`src/rtl/rvc_fetch_expander.sv`:
```
`default_nettype none
// ----------------------------------------------------------------------------
// rvc_fetch_expander - realigns 32-bit fetch words into whole instructions and,
// when RVC_EXPAND_EN is defined, expands RV32C halves to RV32I.   Rev 1.0
// ----------------------------------------------------------------------------
module rvc_fetch_expander #(
  parameter int ADDR_W = 32
) (
  input  logic              clk,
  input  logic              rst_n,
  input  logic              flush,
  input  logic              in_valid,
  output logic              in_ready,
  input  logic [31:0]       in_data,
  input  logic [ADDR_W-1:0] in_pc,
  output logic              out_valid,
  input  logic              out_ready,
  output logic [31:0]       out_instr,
  output logic [ADDR_W-1:0] out_pc,
  output logic              out_compressed,
  output logic              out_illegal
);

  logic [15:0]       res;
  logic [ADDR_W-1:0] res_pc;
  logic              res_valid;

  logic              slot_free, res_c, low_c;
  logic              emit, is_half, res_ld, res_valid_nxt;
  logic [15:0]       half_sel;
  logic [31:0]       word, instr_nxt;
  logic              ill_nxt;
  logic [ADDR_W-1:0] emit_pc, res_pc_nxt;

`ifdef RVC_EXPAND_EN
  // Returns {illegal, instr}; illegal encodings carry the raw half.
  function automatic logic [32:0] expand(input logic [15:0] c);
    logic [31:0] r;
    logic        ill;
    logic [4:0]  rd, rs2, rdp, rs1p;
    logic [11:0] imm6, aimm;
    logic [9:0]  nimm;
    logic [6:0]  limm;
    logic [7:0]  wimm, simm;
    logic [19:0] j;
    logic [11:0] b;
    logic [6:0]  f7;
    logic [2:0]  f3;
    r    = 32'h0;
    ill  = 1'b0;
    rd   = c[11:7];
    rs2  = c[6:2];
    rdp  = {2'b01, c[4:2]};
    rs1p = {2'b01, c[9:7]};
    imm6 = {{6{c[12]}}, c[12], c[6:2]};
    aimm = {{2{c[12]}}, c[12], c[4:3], c[5], c[2], c[6], 4'b0000};
    nimm = {c[10:7], c[12:11], c[5], c[6], 2'b00};
    limm = {c[5], c[12:10], c[6], 2'b00};
    wimm = {c[3:2], c[12], c[6:4], 2'b00};
    simm = {c[8:7], c[12:9], 2'b00};
    j    = {{9{c[12]}}, c[12], c[8], c[10:9], c[6], c[7], c[2], c[11], c[5:3]};
    b    = {{4{c[12]}}, c[12], c[6:5], c[2], c[11:10], c[4:3]};
    f7   = 7'b0000000;
    f3   = 3'b000;
    case ({c[1:0], c[15:13]})
      5'b00_000: begin
        ill = (nimm == 10'd0);
        r   = {2'b00, nimm, 5'd2, 3'b000, rdp, 7'h13};
      end
      5'b00_010: r = {5'b0, limm, rs1p, 3'b010, rdp, 7'h03};
      5'b00_110: r = {5'b0, limm[6:5], rdp, rs1p, 3'b010, limm[4:0], 7'h23};
      5'b01_000: r = {imm6, rd, 3'b000, rd, 7'h13};
      5'b01_001: r = {j[19], j[9:0], j[10], j[18:11], 5'd1, 7'h6F};
      5'b01_010: r = {imm6, 5'd0, 3'b000, rd, 7'h13};
      5'b01_011: begin
        if (rd == 5'd2) begin
          ill = (aimm == 12'd0);
          r   = {aimm, 5'd2, 3'b000, 5'd2, 7'h13};
        end else begin
          ill = ({c[12], c[6:2]} == 6'd0);
          r   = {{15{c[12]}}, c[6:2], rd, 7'h37};
        end
      end
      5'b01_100: begin
        case (c[11:10])
          2'b00: begin
            ill = c[12];
            r   = {7'b0000000, c[6:2], rs1p, 3'b101, rs1p, 7'h13};
          end
          2'b01: begin
            ill = c[12];
            r   = {7'b0100000, c[6:2], rs1p, 3'b101, rs1p, 7'h13};
          end
          2'b10: r = {imm6, rs1p, 3'b111, rs1p, 7'h13};
          default: begin
            // c[12]=1 selects the RV64-only SUBW/ADDW group
            ill = c[12];
            case (c[6:5])
              2'b00:   begin f7 = 7'b0100000; f3 = 3'b000; end
              2'b01:   f3 = 3'b100;
              2'b10:   f3 = 3'b110;
              default: f3 = 3'b111;
            endcase
            r = {f7, rdp, rs1p, f3, rs1p, 7'h33};
          end
        endcase
      end
      5'b01_101: r = {j[19], j[9:0], j[10], j[18:11], 5'd0, 7'h6F};
      5'b01_110,
      5'b01_111: r = {b[11], b[9:4], 5'd0, rs1p, 2'b00, c[13], b[3:0], b[10], 7'h63};
      5'b10_000: begin
        ill = c[12];
        r   = {7'b0000000, c[6:2], rd, 3'b001, rd, 7'h13};
      end
      5'b10_010: begin
        ill = (rd == 5'd0);
        r   = {4'b0, wimm, 5'd2, 3'b010, rd, 7'h03};
      end
      5'b10_100: begin
        if (!c[12]) begin
          if (rs2 == 5'd0) begin
            ill = (rd == 5'd0);
            r   = {12'h0, rd, 3'b000, 5'd0, 7'h67};
          end else begin
            r = {7'b0, rs2, 5'd0, 3'b000, rd, 7'h33};
          end
        end else if (rs2 == 5'd0) begin
          r = (rd == 5'd0) ? 32'h0010_0073 : {12'h0, rd, 3'b000, 5'd1, 7'h67};
        end else begin
          r = {7'b0, rs2, rd, 3'b000, rd, 7'h33};
        end
      end
      5'b10_110: r = {4'b0, simm[7:5], rs2, 5'd2, 3'b010, simm[4:0], 7'h23};
      default:   ill = 1'b1;
    endcase
    if (c == 16'h0000) ill = 1'b1;
    if (ill) r = {16'h0, c};
    return {ill, r};
  endfunction
`endif

  assign slot_free = !out_valid || out_ready;
  assign res_c     = (res[1:0] != 2'b11);
  assign low_c     = (in_data[1:0] != 2'b11);
  assign in_ready  = rst_n && slot_free && !(res_valid && res_c) && !flush;

  always_comb begin
    emit          = 1'b0;
    is_half       = 1'b0;
    half_sel      = res;
    word          = in_data;
    emit_pc       = res_pc;
    res_ld        = 1'b0;
    res_pc_nxt    = in_pc + ADDR_W'(2);
    res_valid_nxt = res_valid;
    if (res_valid && res_c) begin
      emit          = 1'b1;
      is_half       = 1'b1;
      res_valid_nxt = 1'b0;
    end else if (res_valid) begin
      if (in_valid) begin
        emit   = 1'b1;
        word   = {in_data[15:0], res};
        res_ld = 1'b1;
      end
    end else if (in_valid) begin
      if (in_pc[1]) begin
        res_ld        = 1'b1;
        res_pc_nxt    = in_pc;
        res_valid_nxt = 1'b1;
      end else if (low_c) begin
        emit          = 1'b1;
        is_half       = 1'b1;
        half_sel      = in_data[15:0];
        emit_pc       = in_pc;
        res_ld        = 1'b1;
        res_valid_nxt = 1'b1;
      end else begin
        emit    = 1'b1;
        emit_pc = in_pc;
      end
    end
  end

  always_comb begin
    instr_nxt = word;
    ill_nxt   = 1'b0;
    if (is_half) begin
`ifdef RVC_EXPAND_EN
      {ill_nxt, instr_nxt} = expand(half_sel);
`else
      instr_nxt = {16'h0, half_sel};
`endif
    end
  end

  always_ff @(posedge clk or negedge rst_n) begin
    if (!rst_n) begin
      out_valid      <= 1'b0;
      out_instr      <= 32'h0;
      out_pc         <= '0;
      out_compressed <= 1'b0;
      out_illegal    <= 1'b0;
      res            <= 16'h0;
      res_pc         <= '0;
      res_valid      <= 1'b0;
    end else if (flush) begin
      out_valid <= 1'b0;
      res_valid <= 1'b0;
    end else if (slot_free) begin
      out_valid <= emit;
      if (emit) begin
        out_instr      <= instr_nxt;
        out_pc         <= emit_pc;
        out_compressed <= is_half;
        out_illegal    <= ill_nxt;
      end
      if (res_ld) begin
        res    <= in_data[31:16];
        res_pc <= res_pc_nxt;
      end
      res_valid <= res_valid_nxt;
    end
  end

endmodule
`default_nettype wire

```
`config.mk`:
```
export PLATFORM = sky130hd
export DESIGN_NAME = rvc_fetch_expander
export DESIGN_NICKNAME = d
export VERILOG_FILES = /design/src/rtl/rvc_fetch_expander.sv
export SDC_FILE = /design/constraint.sdc
export NUM_CORES = 1
export LEC_CHECK = 0
export ABC_AREA = 0
export ABC_CLOCK_PERIOD_IN_PS = 5440
export CAP_MARGIN = 20
export CORE_MARGIN = 2
export CORE_UTILIZATION = 50
export CTS_CLUSTER_DIAMETER = 100
export CTS_CLUSTER_SIZE = 8
export DETAILED_ROUTE_END_ITERATION = 7
export DONT_BUFFER_PORTS = 1
export SYNTH_ARGS = -nofsm -noshare
export SYNTH_HDL_FRONTEND = slang
export SYNTH_SLANG_ARGS = --single-unit
```
`constraint.sdc`:
```
create_clock -name clk -period 5.44 [get_ports clk]
set_clock_uncertainty 0.05 [all_clocks]
set_input_delay 0 -clock clk [delete_from_list [all_inputs] [get_ports clk]]
set_output_delay 0 -clock clk [all_outputs]
set_load 0.005 [all_outputs]
```
==> flow_summary.yaml, run 1 <==
timing:
  hold_viol_final: 0
  tightest_slew_ns: 1.07
  fmaxAchievable_ghz: 0.365
  finalWorstSetupSlack_ns: 2.70
  period_share_pct: 50.4
  setup_viol: 0
  rsz0062_at_grt: "false"
  report.final.slew_viol_count: 0
  min_period_ns: 2.74
  relSlewSlack_pct: 28.2
  fin_setup_tns_ns: 0
cts:
  postCtsHoldBufs: 94
  cts_buffers: 17
  cts_tree: "built"
  h-tree-depth: 4
  cts_root_buf: "clkbuf_8"
  cts.clk_slew.worst_paths_ns: 0.06
  cts_sinks: 115
  cts_setup_buffers: 0
  cts_resized: 0
  clk_latency_ns: 0.51
  cts_buffer_depth: 2
global_routing:
  grt_pass1_wl_um: 22400
  grt_max_degree: 116
  overflow: 0
  grt_pass1_vias: 4426
  use_met3_pct: 8.18
  use_met1_pct: 31.1
  antenna_found_initial: 0
  grt_busiest_layer: "met2"
  grt.met2_usage_pct: 39.1
  track_usage_pct: 24.5
final_layout:
  final_common_cell: "dfrtp_1"
  regArea_sq_um: 2880
  final_area_sq_um: 7220
  fin_cells: 784
  n_fill_cell: 871
  layout-drive-gt1-share_pct: 9.32
  final_cell_mix: "dfrtp_1 (115), nand2_1 (107), dlygate4sd3_1 (93)"
  antenna-diode-count: 0
  layout.nets: 703
  area_growth_pct: 29.1
  multi_input_area_sq_um: 2540
hold_path:
  hold_class: "input pin to flip-flop"
setup_path:
  critPathLaunchType: "flip-flop"
  rrSetupSlack_ns: 2.70
  slowest_delay_ns: 0.69
  required_ns: 5.82
  worstSetupPathType: "flip-flop to flip-flop"
  crit_path_top_delay_cell: "a21oi_1"
  end_kind: "flip-flop"
  crit_buf_inv: 1
  cp.arrival_ns: 3.12
  cp_top_family: "compound AO/OA/AOI/OAI gates"
  critPathMaxFanout: 11
  crit_chain: "nor2b_1 > a21oi_1 > nand4_1 > xor2_1 > dlygate4sd3_1 > o21ai_1"
outcome:
  status: "completed"
die:
  dieArea_sq_um: 12000
  coreArea_sq_um: 10900
  die_y_um: 110
  rows: 38
  io_pins: 137
  initial_core_util_pct: 51.3
  die_x_um: 110
synth:
  synth_seq_area_share_pct: 51.5
  synth.net_count: 619
  netlist-cell-type-count: 45
  yosys_warnings: 0
  netlist_area_sq_um: 5590
  syn_inst: 548
  synth-seq-cells: 115
  avgSynthCellArea_sq_um: 10.2
place:
  post-place-ws_ns: 3.12
  place_congestion: 0.800
  dpl_cell_area_sq_um: 5620
  port_buffers: 0
  dpl.hpwl_um: 8360
  dp.cells: 658
detailed_routing:
  drc_errors: 0
  first_pass_iters: 4
  ant_nets: 0
  wl_um: 14000
  post_drt_wl_per_cell_um: 17.8
  vias_per_cell: 5.51
  drtIter0Drc: 239
  vias: 4320
power_and_ir_drop:
  powerDensity_nw_per_um2: 390
  max-vdd-ir-drop_mv: 0.196
  p_leak_nw: 3.43
run:
  max_cap_violations: 0
-- logic make-up after synthesis --
kind of cell | Yosys count | share of synthesized area (%)
AND/OR/NAND/NOR | 175 | 15.3
AO/OA/AOI/OAI | 112 | 10.7
buffers and inverters | 37 | 3.31
XOR/XNOR | 29 | 4.54
adder cells (fa/ha/maj) | 2 | 0.448
flip-flops | 115 | 51.5
multiplexers | 77 | 14.2
other | 1 | 0.0671
-- per-layer routing --
layer / wire [um] / up-vias / share of wire, %
met5: 0 / - / 0
met4: 223 / 0 / 1.6
met3: 1080 / 18 / 7.7
met2: 6550 / 137 / 47
met1: 6090 / 2082 / 44
li1: - / 2083 / -
-- synthesized netlist by cell type --
library cell    n  area, sq um
a21boi_2        1         11.3
a21o_1          2         15.0
a21oi_1         9         45.0
and2_1          2         12.5
and3_1          5         31.3
and4_1          3         26.3
buf_2          19         95.1
buf_4           2         15.0
buf_6           2         22.5
clkbuf_1        9         33.8
conb_1          1         3.75
dfrtp_1       115         2880
ha_1            2         25.0
inv_1           5         18.8
mux2_2         17          191
mux2i_1        60          601
nand2_1       107          402
nand2_2         1         6.26
nand2b_1        2         12.5
nand3_1        16         80.1
nand3b_1        1         7.51
nand4_1        11         68.8
nand4b_1        2         17.5
nor2_1          8         30.0
nor2_4          1         11.3
nor2b_1         4         25.0
nor3_1          3         15.0
nor3_2          1         10.0
nor3_4          1         16.3
nor3b_1         1         7.51
nor4_1          1         6.26
nor4_4          1         21.3
nor4b_1         1         8.76
nor4b_4         1         23.8
o211ai_1        1         7.51
o21ai_0        90          450
o21ai_1         3         15.0
o21ai_2         1         8.76
o22ai_1         3         18.8
o311ai_2        1         16.3
o31ai_1         1         7.51
or3_1           1         6.26
or3_4           1         11.3
xnor2_1         8         70.1
xor2_1         21          184
-- layout make-up --
type                    instances  share of cell area, %
clock buffers                  21                   6.23
clock inverters                10                   2.17
inverters                       5                  0.260
multi-input cells             396                   35.2
flip-flops and latches        115                   39.9
well taps                     140                   2.43
repair buffers                 97                   13.9
-- per-stage QoR --
| step | util, % | power, mW | hold WS (ns) |
|---|---|---|---|
| 2_1_floorplan | - | 1.47 | -0.346 |
| 3_3_place_gp | 51.7 | 1.55 | -0.343 |
| 3_5_place_dp | 51.7 | 1.57 | -0.343 |
| 4_1_cts | 66.0 | 2.83 | 0.0220 |
| 5_1_grt | 66.3 | 2.97 | 0.0343 |
| 6_report | 66.3 | 2.81 | 0.0248 |
-- registers in the layout, summed over array words and instances (netlist names) --
signal          cells
out_compressed      1
res_pc             32
out_valid           1
res                16
out_instr          32
out_pc             32
res_valid           1
-- worst paths after layout --
path,start,end,depth (start not counted)
max,res_valid$_DFFE_PN0P_,res_pc[31]$_DFFE_PN0P_,6
min,in_pc[1],res_pc[23]$_DFFE_PN0P_,4
max reg2reg,res_valid$_DFFE_PN0P_,res_pc[31]$_DFFE_PN0P_,6
min reg2reg,res_pc[24]$_DFFE_PN0P_,res_pc[24]$_DFFE_PN0P_,2
max in group asynchronous,rst_n,out_pc[0]$_DFFE_PN0P_,2
min in group asynchronous,rst_n,out_instr[0]$_DFFE_PN0P_,2
-- where the power goes --
group / switching [mW] / internal, mW
clock network: 0.382 / 0.762
registers: 0.160 / 1.08
logic: 0.215 / 0.216
-- worst reg2reg max path: cells and delay by family (launching register included) --
kind / cells / cell delay (ns)
xor+xnor: 1 / 0.22
simple gates: 2 / 0.51
compound gates: 2 / 0.80
buf+inv: 1 / 0.56
flops: 1 / 0.52
No activity file was read; power rests on OpenSTA's default activity.
==> inputs of run 2 (changes only) <==
ABC_CLOCK_PERIOD_IN_PS = 2700   (was 5440)
clock period = 2.7 ns   (was 5.44 ns; I/O delays follow)
==> run 2 against run 1 <==
  * Maximum frequency up 11%
  * Routed wire length up 0.21%
  * Count of clock-buffer cells in the layout up 2
  * Global-route usage down 0.11 points
==> flow_summary.yaml, run 2 (synthesized netlist as in run 1, its figures left out) <==
outcome:
  status: "completed"
final_layout:
  multi_input_area_sq_um: 2540
  reg_top3: "out_instr: 32 flops, out_pc: 32 flops, res_pc: 32 flops"
  area_growth_pct: 30.3
  fin_cells: 793
  n_fill_cell: 895
  regArea_sq_um: 2880
  layout-drive-gt1-share_pct: 10.4
  final_common_cell: "dfrtp_1"
  final_cell_mix: "dfrtp_1 (115), nand2_1 (107), dlygate4sd3_1 (93)"
  layout.nets: 710
setup_path:
  cp_top_family: "compound AO/OA/AOI/OAI gates"
  worstReg2RegStart: "res_valid$_DFFE_PN0P_"
  crit_chain: "o311ai_4 > mux2_2 > dlygate4sd3_1"
  cp.arrival_ns: 2.80
  slowest_delay_ns: 0.82
  reg2reg_to: "res[10]$_DFFE_PN0P_"
  worst-path-stages: 3
  end_kind: "flip-flop"
  crit_buf_inv: 1
  critPathLaunchType: "flip-flop"
  crit_path_top_delay_cell: "o311ai_4"
  worstSetupPathType: "flip-flop to flip-flop"
  rrSetupSlack_ns: 0.24
  required_ns: 3.04
  reg2reg_depth: 3
  critPathMaxFanout: 15
cts:
  clk_latency_ns: 0.51
  cts_sinks: 115
  cts_tree: "built"
  h-tree-depth: 4
  cts_buffer_depth: 2
  cts_setup_buffers: 0
  cts.clk_slew.worst_paths_ns: 0.06
  cts_root_buf: "clkbuf_8"
  cts_buffers: 17
place:
  place_congestion: 0.798
  dpl.hpwl_um: 8630
  dp.cells: 665
  port_buffers: 0
die:
  initial_core_util_pct: 51.3
  dieArea_sq_um: 12000
  rows: 38
  io_pins: 137
  die_x_um: 110
  die_y_um: 110
  coreArea_sq_um: 10900
timing:
  tightest_slew_ns: 0.860
  relSlewSlack_pct: 42.5
  rsz0062_at_grt: "false"
  setup_viol: 0
  period_share_pct: 91.1
  fin_setup_tns_ns: 0
  report.final.slew_viol_count: 0
  hold_viol_final: 0
  fmaxAchievable_ghz: 0.406
  min_period_ns: 2.46
  timing.hold.ws_ns: 0.0186
power_and_ir_drop:
  power_switching_mw: 1.54
  internal_power_mw: 4.17
  pwr-share-seq_pct: 43.6
  powerDensity_nw_per_um2: 783
  switching_share_pct: 26.9
  p_leak_nw: 3.46
  max-vdd-ir-drop_mv: 0.412
  comb_power_share_pct: 15.4
  clkPwrFrac_pct: 41.0
global_routing:
  grt_pass1_vias: 4486
  overflow: 0
  antenna_found_initial: 1
  grt_pass1_wl_um: 22400
  grt_max_degree: 116
  track_usage_pct: 24.4
detailed_routing:
  vias_per_cell: 5.39
  drc_errors: 0
  wl_um: 14000
  drtIter0Drc: 250
  ant_nets: 0
  first_pass_iters: 4
  post_drt_wl_per_cell_um: 17.6
  vias: 4273
hold_path:
  hold_path.startpoint: "in_pc[8]"
  hold-path-cell-count: 6
  worstHoldEndpoint: "res_pc[13]$_DFFE_PN0P_"
  hold_class: "input pin to flip-flop"
run:
  max_cap_violations: 0
==> run 2: changes by cell type in the layout (fill, tap and decap cells not counted), sizes merged <==
cell	before	now
clkinv	5	4
clkbuf	21	23
diode	0	1
buf	4	11
==> run 2: cell type report <==
| type | instances | share of cell area (%) |
|---|---|---|
| sequential | 115 | 39.5 |
| inverter | 5 | 0.258 |
| tap | 140 | 2.40 |
| timing repair buffer | 104 | 14.5 |
| multi-input combinational | 396 | 34.9 |
| antenna | 1 | 0.0343 |
| clock buffer | 23 | 6.40 |
| clock inverter | 9 | 2.08 |
==> run 2: what timing repair did <==
action / 4_1_cts / 5_1_grt
hold endpoints to repair: 229 / 24
resized for setup: 0 / 1
hold buffers: 92 / 2
setup endpoints to repair: 0 / 2
==> run 2: per-layer routing <==
metal  GRT usage, %  share of wire, %
met1           30.2                45
met2           39.9                47
met3           7.65               6.6
met4           9.22               1.5
met5              0                 0
==> run 2: metrics by stage <==
step	setup WS, ns	utilization, %	area, sq um	total power [mW]
2_1_floorplan	0.965	-	5590	2.97
3_3_place_gp	0.504	52.1	5680	3.12
3_5_place_dp	0.305	52.1	5680	3.17
4_1_cts	0.0698	66.4	7230	5.73
5_1_grt	0.0984	66.9	7290	6.02
6_report	0.240	66.9	7290	5.71
==> run 2: how the worst max path moves through the flow <==
stage	slack (ns)	from	endpoint
after detailed placement	0.30	res_valid$_DFFE_PN0P_	out_pc[23]$_DFFE_PN0P_
after floorplan	0.97	res_valid$_DFFE_PN0P_	res_pc[21]$_DFFE_PN0P_
after global routing	0.1	res_valid$_DFFE_PN0P_	res_pc[27]$_DFFE_PN0P_
after global placement	0.50	res_valid$_DFFE_PN0P_	out_instr[0]$_DFFE_PN0P_
final	0.24	res_valid$_DFFE_PN0P_	res[10]$_DFFE_PN0P_
after CTS	0.07	res_valid$_DFFE_PN0P_	res_pc[27]$_DFFE_PN0P_
==> run 2: power groups by stage <==
| stage | Sequential, mW | Clock (mW) | Combinational [mW] |
|---|---|---|---|
| after floorplan | 2.41 | 0 | 0.554 |
| after global placement | 2.50 | 0 | 0.615 |
| after detailed placement | 2.52 | 0 | 0.653 |
| after CTS | 2.49 | 2.36 | 0.869 |
| after global routing | 2.55 | 2.46 | 1.01 |
| final | 2.49 | 2.34 | 0.880 |
==> run 2: worst min-delay path: cells and delay by family <==
kind	cells	cell delay, ns
AO/OA/AOI/OAI	1	0.13
buffers and inverters	1	0.14
AND/OR/NAND/NOR	3	0.21
XOR/XNOR	1	0.06
==> inputs of run 3 (changes only) <==
ABC_CLOCK_PERIOD_IN_PS = 2600   (was 2700)
clock period = 2.6 ns   (was 2.7 ns; I/O delays follow)
==> run 3 against run 2 <==
  * Cell area down 2.0%
  * Worst hold slack worse by 0.0011 ns
  * Routed wire length down 0.36%
  * Critical path type unchanged
  * Critical path depth rose by 4
  * First-iteration DRC count decreased by 9.2%
  * Sequential power up 4%
  * Maximum frequency up 3.0%
  * Global-route usage up 0.42 points
  * Critical endpoint is now res_pc[4]$_DFFE_PN0P_
  * Worst setup slack lost 0.028 ns
  * Clock power shrank 8.5%
==> flow_summary.yaml, run 3 (synthesized netlist as in run 1, its figures left out) <==
timing:
  min_period_ns: 2.39
  period_share_pct: 91.9
  rsz0062_at_grt: "false"
  fmaxAchievable_ghz: 0.419
  fin_setup_tns_ns: 0
  report.final.slew_viol_count: 0
  finalWorstSetupSlack_ns: 0.211
  timing.hold.ws_ns: 0.0175
  hold_viol_final: 0
  relSlewSlack_pct: 39.4
  setup_viol: 0
  tightest_slew_ns: 0.909
cts:
  cts_buffer_depth: 2
  cts_resized: 0
  cts_buffers: 17
  cts_root_buf: "clkbuf_8"
  cts_sinks: 115
  postCtsHoldBufs: 88
  h-tree-depth: 4
  clk_latency_ns: 0.52
  cts_setup_buffers: 0
  cts_tree: "built"
  cts.clk_slew.worst_paths_ns: 0.05
power_and_ir_drop:
  comb_power_share_pct: 15.5
  switching_share_pct: 27.7
  powerDensity_nw_per_um2: 783
  power_switching_mw: 1.55
  p_leak_nw: 3.41
  internal_power_mw: 4.04
  max-vdd-ir-drop_mv: 0.452
  pwr-share-seq_pct: 46.1
  clkPwrFrac_pct: 38.3
  p_total_mw: 5.59
setup_path:
  crit_chain: "a21boi_2 > nor3_2 > o311ai_4 > buf_4 > nand2_1 > o21ai_0 > dlygate4sd3_1"
  worstSetupPathType: "flip-flop to flip-flop"
  critPathMaxFanout: 31
  worstReg2RegStart: "res_valid$_DFFE_PN0P_"
  reg2reg_to: "res_pc[4]$_DFFE_PN0P_"
  cp_top_family: "buffers and inverters"
  crit_buf_inv: 2
  critPathLaunchType: "flip-flop"
  required_ns: 2.95
  crit_path_top_delay_cell: "dlygate4sd3_1"
  end_kind: "flip-flop"
  cp.arrival_ns: 2.74
  slowest_delay_ns: 0.58
  rrSetupSlack_ns: 0.21
  reg2reg_depth: 7
final_layout:
  reg_top3: "out_instr: 32 flops, out_pc: 32 flops, res_pc: 32 flops"
  area_growth_pct: 27.8
  layout.nets: 703
  antenna-diode-count: 0
  layout-drive-gt1-share_pct: 9.80
  final_area_sq_um: 7140
  final_common_cell: "dfrtp_1"
  final_cell_mix: "dfrtp_1 (115), nand2_1 (107), o21ai_0 (90)"
die:
  initial_core_util_pct: 51.3
  dieArea_sq_um: 12000
  coreArea_sq_um: 10900
  die_x_um: 110
  rows: 38
  die_y_um: 110
  io_pins: 137
detailed_routing:
  drtIter0Drc: 227
  drc_errors: 0
  ant_nets: 0
  first_pass_iters: 4
  vias: 4250
  vias_per_cell: 5.43
  wl_um: 13900
  post_drt_wl_per_cell_um: 17.8
place:
  port_buffers: 0
  post-place-ws_ns: 0.261
  place_congestion: 0.755
  dpl.hpwl_um: 8430
  dpl_cell_area_sq_um: 5660
global_routing:
  track_usage_pct: 24.8
  grt_pass1_wl_um: 22600
  grt_max_degree: 116
  overflow: 0
  grt_pass1_vias: 4472
  antenna_found_initial: 0
outcome:
  status: "completed"
hold_path:
  hold_class: "input pin to async pin"
run:
  max_cap_violations: 0
-- run 3: cell count changes in the layout (fill, tap and decap cells not counted), moves of 2 or more --
cell,change
bufinv_16,-3
buf_4,-2
clkbuf_8,+2
dlygate4sd3_1,-5
-- run 3: layer usage --
layer | GRT usage [%] | up-vias | share of wire [%]
li1 | - | 2076 | -
met2 | 40.4 | 111 | 47
met4 | 8.32 | 0 | 1.2
met1 | 30.9 | 2047 | 44
met3 | 8.42 | 16 | 7.1
met5 | 0 | - | 0
-- run 3: area by class of cell --
class | instances | area (sq um)
clock buffer | 25 | 494
tap | 140 | 175
clock inverter | 5 | 50.0
sequential | 115 | 2880
multi-input combinational | 396 | 2540
timing repair buffer | 97 | 988
inverter | 5 | 18.8
fill | 900 | 3750
-- run 3: worst max-delay path by stage --
| stage | depth (start not counted) | startpoint | slack (ns) | end |
|---|---|---|---|---|
| 6_report | 7 | res_valid$_DFFE_PN0P_ | 0.21 | res_pc[4]$_DFFE_PN0P_ |
| 2_1_floorplan | 8 | res_valid$_DFFE_PN0P_ | 0.87 | res_pc[21]$_DFFE_PN0P_ |
| 3_3_place_gp | 5 | res_valid$_DFFE_PN0P_ | 0.40 | out_instr[0]$_DFFE_PN0P_ |
| 3_5_place_dp | 4 | res_valid$_DFFE_PN0P_ | 0.26 | out_pc[23]$_DFFE_PN0P_ |
| 4_1_cts | 7 | res_valid$_DFFE_PN0P_ | 0.25 | res_pc[4]$_DFFE_PN0P_ |
| 5_1_grt | 7 | res_valid$_DFFE_PN0P_ | 0.06 | res_pc[4]$_DFFE_PN0P_ |
-- run 3: stage by stage --
| stage | utilization (%) | cells |
|---|---|---|
| finish | 65.6 | 783 |
| global route | 65.6 | 783 |
| CTS | 65.2 | 781 |
| detailed placement | 52.0 | 663 |
| global placement | 52.0 | 663 |
| floorplan | - | 548 |
-- run 3: power by group through the flow --
stage	clock network, mW	logic, mW	registers [mW]
after floorplan	0	0.575	2.51
after global placement	0	0.635	2.60
after detailed placement	0	0.671	2.61
after CTS	2.18	0.862	2.59
after global routing	2.28	1.01	2.65
final	2.14	0.869	2.58
-- run 3: worst register-to-register path, stage by stage, from the launching register on --
cell           delay (ns)
dfrtp_1              0.48
a21boi_2             0.23
nor3_2               0.29
o311ai_4             0.15
buf_4                0.28
nand2_1              0.12
o21ai_0              0.08
dlygate4sd3_1        0.58
